$ cat src/rtl/legv8_pkg.sv
// Shared LEGv8 definitions: opcode fields, fetch constants and the fetch
// entry / state types used by the IF stage.
package legv8_pkg;

  // R/D-format opcodes occupy instr[31:21]; CB-format instr[31:24]; B-format instr[31:26].
  localparam logic [10:0] OP_LDUR = 11'h7C2;
  localparam logic [10:0] OP_STUR = 11'h7C0;
  localparam logic [10:0] OP_ADD  = 11'h458;
  localparam logic [10:0] OP_SUB  = 11'h658;
  localparam logic [10:0] OP_AND  = 11'h450;
  localparam logic [10:0] OP_ORR  = 11'h550;
  localparam logic [7:0]  OP_CBZ  = 8'hB4;
  localparam logic [7:0]  OP_CBNZ = 8'hB5;
  localparam logic [5:0]  OP_B    = 6'h05;

  localparam logic [63:0] INSTR_BYTES      = 64'd4;
  localparam logic [31:0] NOP_INSTR        = 32'h0;
  localparam logic [63:0] DEFAULT_RESET_PC = 64'h0;

  typedef struct packed {
    logic [31:0] instr;
    logic [63:0] pc;
  } fetch_entry_t;

  typedef enum logic {
    RUN  = 1'b0,
    HELD = 1'b1
  } fetch_state_e;

  function automatic logic [63:0] align_pc(input logic [63:0] addr);
    return addr & ~64'h3;
  endfunction

endpackage

$ cat src/rtl/fetch_hold_buffer.sv
// One-entry skid buffer for an instruction that returns while decode is stalled.
// Priority: clear > load > drain.
module fetch_hold_buffer
  import legv8_pkg::*;
(
  input  logic         clk,
  input  logic         reset_n,
  input  logic         load,
  input  logic         drain,
  input  logic         clear,
  input  fetch_entry_t entry_in,
  output fetch_entry_t entry_out,
  output logic         full
);

  always_ff @(posedge clk or negedge reset_n) begin
    if (!reset_n) begin
      entry_out <= '0;
      full      <= 1'b0;
    end else if (clear) begin
      full      <= 1'b0;
    end else if (load) begin
      entry_out <= entry_in;
      full      <= 1'b1;
    end else if (drain) begin
      full      <= 1'b0;
    end
  end

endmodule

$ cat src/rtl/instruction_fetch.sv
// LEGv8 fetch stage: PC, synchronous imem request, stall skid buffer and
// IF/ID register with branch redirect/flush.
module instruction_fetch
  import legv8_pkg::*;
#(
  parameter logic [63:0] RESET_PC = DEFAULT_RESET_PC
) (
  input  logic        clk,
  input  logic        reset_n,
  input  logic        stall,
  input  logic        branch_taken,
  input  logic [63:0] branch_target,
  output logic        imem_req,
  output logic [63:0] imem_addr,
  input  logic [31:0] imem_rdata,
  output logic [31:0] instruction,
  output logic [63:0] pc_out,
  output logic        valid_out
);

  logic [63:0]  pc;
  logic         inflight;
  logic [63:0]  inflight_pc;
  fetch_state_e state;
  fetch_entry_t resp;
  fetch_entry_t hold_q;
  logic         hold_full;
  logic         hold_load;
  logic         hold_drain;

  assign imem_req  = reset_n & ~stall & ~branch_taken;
  assign imem_addr = pc;
  assign resp      = '{instr: imem_rdata, pc: inflight_pc};

  // A response arriving under stall is parked; the parked word leaves on release.
  assign hold_load  = stall & ~branch_taken & inflight;
  assign hold_drain = ~stall & ~branch_taken & hold_full;

  fetch_hold_buffer u_hold (
    .clk       (clk),
    .reset_n   (reset_n),
    .load      (hold_load),
    .drain     (hold_drain),
    .clear     (branch_taken),
    .entry_in  (resp),
    .entry_out (hold_q),
    .full      (hold_full)
  );

  always_ff @(posedge clk or negedge reset_n) begin
    if (!reset_n) begin
      pc          <= RESET_PC;
      inflight    <= 1'b0;
      inflight_pc <= '0;
      instruction <= NOP_INSTR;
      pc_out      <= '0;
      valid_out   <= 1'b0;
      state       <= RUN;
    end else if (branch_taken) begin
      pc          <= align_pc(branch_target);
      inflight    <= 1'b0;
      instruction <= NOP_INSTR;
      pc_out      <= '0;
      valid_out   <= 1'b0;
      state       <= RUN;
    end else if (!stall) begin
      pc          <= pc + INSTR_BYTES;
      inflight    <= 1'b1;
      inflight_pc <= pc;
      state       <= RUN;
      if (hold_full) begin
        instruction <= hold_q.instr;
        pc_out      <= hold_q.pc;
        valid_out   <= 1'b1;
      end else if (inflight) begin
        instruction <= resp.instr;
        pc_out      <= resp.pc;
        valid_out   <= 1'b1;
      end else begin
        instruction <= NOP_INSTR;
        pc_out      <= '0;
        valid_out   <= 1'b0;
      end
    end else begin
      inflight <= 1'b0;
      if (inflight) state <= HELD;
    end
  end

  // No request is issued under stall, and the buffer drains on the release cycle.
  a_hold_vs_inflight: assert property (@(posedge clk) disable iff (!reset_n)
    !(hold_full && inflight));
  a_state_tracks_hold: assert property (@(posedge clk) disable iff (!reset_n)
    ((state == HELD) == hold_full));

endmodule

$ cat config.mk
export PLATFORM = sky130hd
export DESIGN_NAME = instruction_fetch
export DESIGN_NICKNAME = d
export VERILOG_FILES = /design/src/rtl/legv8_pkg.sv /design/src/rtl/fetch_hold_buffer.sv /design/src/rtl/instruction_fetch.sv
export SDC_FILE = /design/constraint.sdc
export NUM_CORES = 1
export LEC_CHECK = 0
export CAP_MARGIN = 10
export CORE_MARGIN = 10
export CORE_UTILIZATION = 30
export CTS_BUF_LIST = sky130_fd_sc_hd__clkbuf_16
export DETAILED_ROUTE_END_ITERATION = 12
export PLACE_DENSITY_LB_ADDON = 0.12
export SYNTH_ARGS = -nofsm -noshare
export SYNTH_HDL_FRONTEND = slang
export SYNTH_SLANG_ARGS = --single-unit
$ cat constraint.sdc
create_clock -name clk -period 2.8 [get_ports clk]
set_input_delay 0.42 -clock clk [delete_from_list [all_inputs] [get_ports clk]]
set_output_delay 0.42 -clock clk [all_outputs]
set_load 0.02 [all_outputs]
==> results of run 1 <==
==> Yosys cell counts, drive strengths merged (20+ instances only) <==
library cell	instances	area (um^2)
a21oi	98	490
o21ai	52	260
dfrtp	316	7910
nand2	63	236
clkbuf	81	304
a22oi	93	698
nand3	25	125
nand4	23	159
nor2	224	841
mux2	158	1780
or3	20	126
a31oi	23	144
==> worst max path at each step <==
stage	startpoint	to	slack (ps)	cells past startpoint
floorplan	imem_addr[2]$_DFFE_PN0P_	imem_addr[60]$_DFFE_PN0P_	570	6
global route	imem_addr[2]$_DFFE_PN0P_	imem_addr[60]$_DFFE_PN0P_	40	7
global placement	stall	imem_addr[60]$_DFFE_PN0P_	300	7
finish	imem_addr[2]$_DFFE_PN0P_	imem_addr[60]$_DFFE_PN0P_	280	7
CTS	imem_addr[2]$_DFFE_PN0P_	imem_addr[60]$_DFFE_PN0P_	270	7
detailed placement	imem_addr[2]$_DFFE_PN0P_	imem_addr[60]$_DFFE_PN0P_	290	7
==> flip-flops by register name, indices dropped and copies added (netlist names) <==
| name | count |
|---|---|
| imem_addr | 62 |
| pc_out | 63 |
| u_hold.full | 1 |
| u_hold.entry_out | 94 |
| instruction | 32 |
| inflight_pc | 62 |
| valid_out | 1 |
| inflight | 1 |
==> area by class of cell <==
type | count | share of cell area, %
antenna | 1 | 0.0135
tap | 607 | 4.08
clock buffer | 41 | 5.52
multi-input combinational | 888 | 30.9
clock inverter | 23 | 0.929
inverter | 7 | 0.141
timing repair buffer | 294 | 15.8
sequential | 316 | 42.5
==> cells by family (layout without fill, tap and decap cells) <==
logic type	after synthesis	in the layout	synth area share [%]
compound gates	275	275	11.9
xor+xnor	36	36	2.25
fa+ha+maj	1	1	0.0893
buf+inv	99	365	2.75
flops	316	316	56.4
mux	159	159	12.8
other cells	1	3	0.0268
simple gates	415	415	13.8
==> per-layer routing <==
layer  track usage [%]  vias up
li1                  -     5135
met1              21.4     5532
met2              24.3      261
met3              4.20       49
met4              4.03        0
met5                 0        -
==> metrics by stage <==
stage                     hold slack [ps]  utilization, %  power, mW  cells  setup WS (ps)
after floorplan                       124               -       6.84   1303            567
after global placement                488            37.5       7.74   2112            301
after detailed placement              494            37.5       7.80   2112            291
after CTS                            65.8            40.1       12.7   2176            266
after global routing                 59.2            40.1       13.1   2176           39.4
final                               -14.8            40.1       12.5   2177            281
==> where the power goes <==
| part | total, mW | leakage [nW] | switching (mW) | internal [mW] |
|---|---|---|---|---|
| sequential | 5.75 | 3.95 | 0.479 | 5.27 |
| clock | 4.85 | 0.622 | 1.96 | 2.89 |
| combinational | 1.93 | 3.05 | 0.927 | 1.00 |
| total | 12.5 | 7.62 | 3.37 | 9.16 |
==> critical path, delay by kind of cell (launching register included) <==
family,cells,cell delay [ps]
buf+inv,1,190
compound gates,1,170
simple gates,4,1450
fa+ha+maj,1,200
flops,1,440
==> impl_metrics.py, run 1 <==
metrics = {
    "placement": {
        "placed_cell_area_mm2": 0.0174,
        "place_congestion": 0.781,
        "portBuffers": 257,
        "hpwlAfterDp_mm": 29.6,
    },
    "run_status": {
        "status": "complete, but fails checks",
        "violations": "hold timing",
    },
    "timing": {
        "finalCritPeriodShare_pct": 89.9,
        "setup_violations": 0,
        "max_clock_freq_ghz": 0.397,
        "worst_pin_slew_ps": 1020,
        "fin_crit_ps": 2520,
        "rsz0062_at_grt": "false",
        "slew_headroom_pct": 32.2,
        "drv_slew": 0,
        "tns_ps": 0,
        "whs_ps": -14.8,
        "skew_ps": 19.9,
        "hold_viol_final": 8,
    },
    "die": {
        "die_h_um": 236,
        "std_cell_rows": 79,
        "initial_utilization_pct": 30.2,
        "ios": 262,
        "dieArea_mm2": 0.0558,
        "die_x_um": 236,
        "fp.coreArea_mm2": 0.0464,
    },
    "synthesis": {
        "synth_edf_count": 0,
        "syn_avg_cell_area_um2": 10.8,
        "ys_seq_elements": 316,
        "async_flop_share_pct": 100,
        "synth_warnings": 0,
        "synth-seq-area-share_pct": 56.4,
        "netlist_instances": 1302,
        "netlist_area_mm2": 0.0140,
        "ys_types": 44,
        "ys.flop_type": "dfrtp_1",
    },
    "clock_network": {
        "cts_root_buf": "clkbuf_16",
        "clockBufferDepth": 3,
        "clk-insertion-delay-late_ps": 560,
        "cts.clk_slew.worst_paths_ps": 60,
        "cts_resized": 0,
        "htree_levels": 2,
        "clock-sinks": 316,
        "cts_hold_buf": 0,
        "cts_tree": "yes",
        "cts_buffers": 39,
        "post_cts_buffers": 0,
    },
    "detailed_routing": {
        "met3WireLength_mm": 2.85,
        "vias": 11000,
        "dr.pass1.iters": 5,
        "antenna_left": 0,
        "wl_met2_mm": 20.3,
        "vias_per_cell": 5.04,
        "drc": 0,
        "wl_met1_mm": 21.0,
        "routed.top_layer": "met4",
        "routedWlPerCell_um": 20.6,
        "totalWireLength_mm": 44.9,
        "drt_iter0_drc": 669,
    },
    "global_routing": {
        "grt_overflow_total": 0,
        "grt_max_degree": 167,
        "grt_pass1_vias": 11100,
        "grt.total_usage_pct": 15.7,
        "grt_antenna_before_repair": 1,
        "grt_pass1_wl_mm": 69.7,
    },
    "critical_path": {
        "cp_max_fo": 6,
        "timing.reg2reg.setup_slack_ps": 280,
        "path_class": "reg2reg",
        "crit_chain": "ha_1 -> nand4b_1 -> nor4_4 -> buf_4 -> nand4_1 -> or4_1 -> a31oi_1",
        "setup.worst_path.start_class": "register",
        "cp.required_ps": 3260,
        "crit_path_end_kind": "register",
        "r2r_end": "imem_addr[60]$_DFFE_PN0P_",
        "slowest_delay_ps": 580,
        "cpMaxStageDelayCell": "or4_1",
        "r2r_start": "imem_addr[2]$_DFFE_PN0P_",
        "cp.arrival_ps": 2980,
        "r2r_cells": 7,
    },
    "finish": {
        "final_common_cell": "dfrtp_1",
        "nets": 1647,
        "final_cell_area_mm2": 0.0186,
        "fillers": 4596,
        "multiInputGateArea_mm2": 0.00575,
        "areaGrowthSynthToFinish_pct": 32.7,
        "drive_gt1_share_pct": 16.7,
        "regArea_mm2": 0.00791,
        "layout_common_cells": "dfrtp_1 (315), clkdlybuf4s50_1 (254), nor2_1 (223)",
    },
    "job": {
        "cap_violations": 0,
    },
    "power_and_ir_drop": {
        "leakagePower_nw": 7.62,
        "vdd_drop_max_mv": 0.381,
        "power_density_mw_per_mm2": 674,
    },
    "worst_hold_path": {
        "hold_path_class": "in2async",
    },
}
Note: power is estimated with default switching activity, not from simulation.
==> run 2: changes to the inputs <==
--- a/config.mk
+++ b/config.mk
@@ -11,6 +11,7 @@
 export CTS_BUF_LIST = sky130_fd_sc_hd__clkbuf_16
 export DETAILED_ROUTE_END_ITERATION = 12
 export PLACE_DENSITY_LB_ADDON = 0.12
+export SKIP_LAST_GASP = 1
 export SYNTH_ARGS = -nofsm -noshare
 export SYNTH_HDL_FRONTEND = slang
 export SYNTH_SLANG_ARGS = --single-unit
==> results of run 2 <==
Final layout, timing and power as in run 1 (identical DEF).
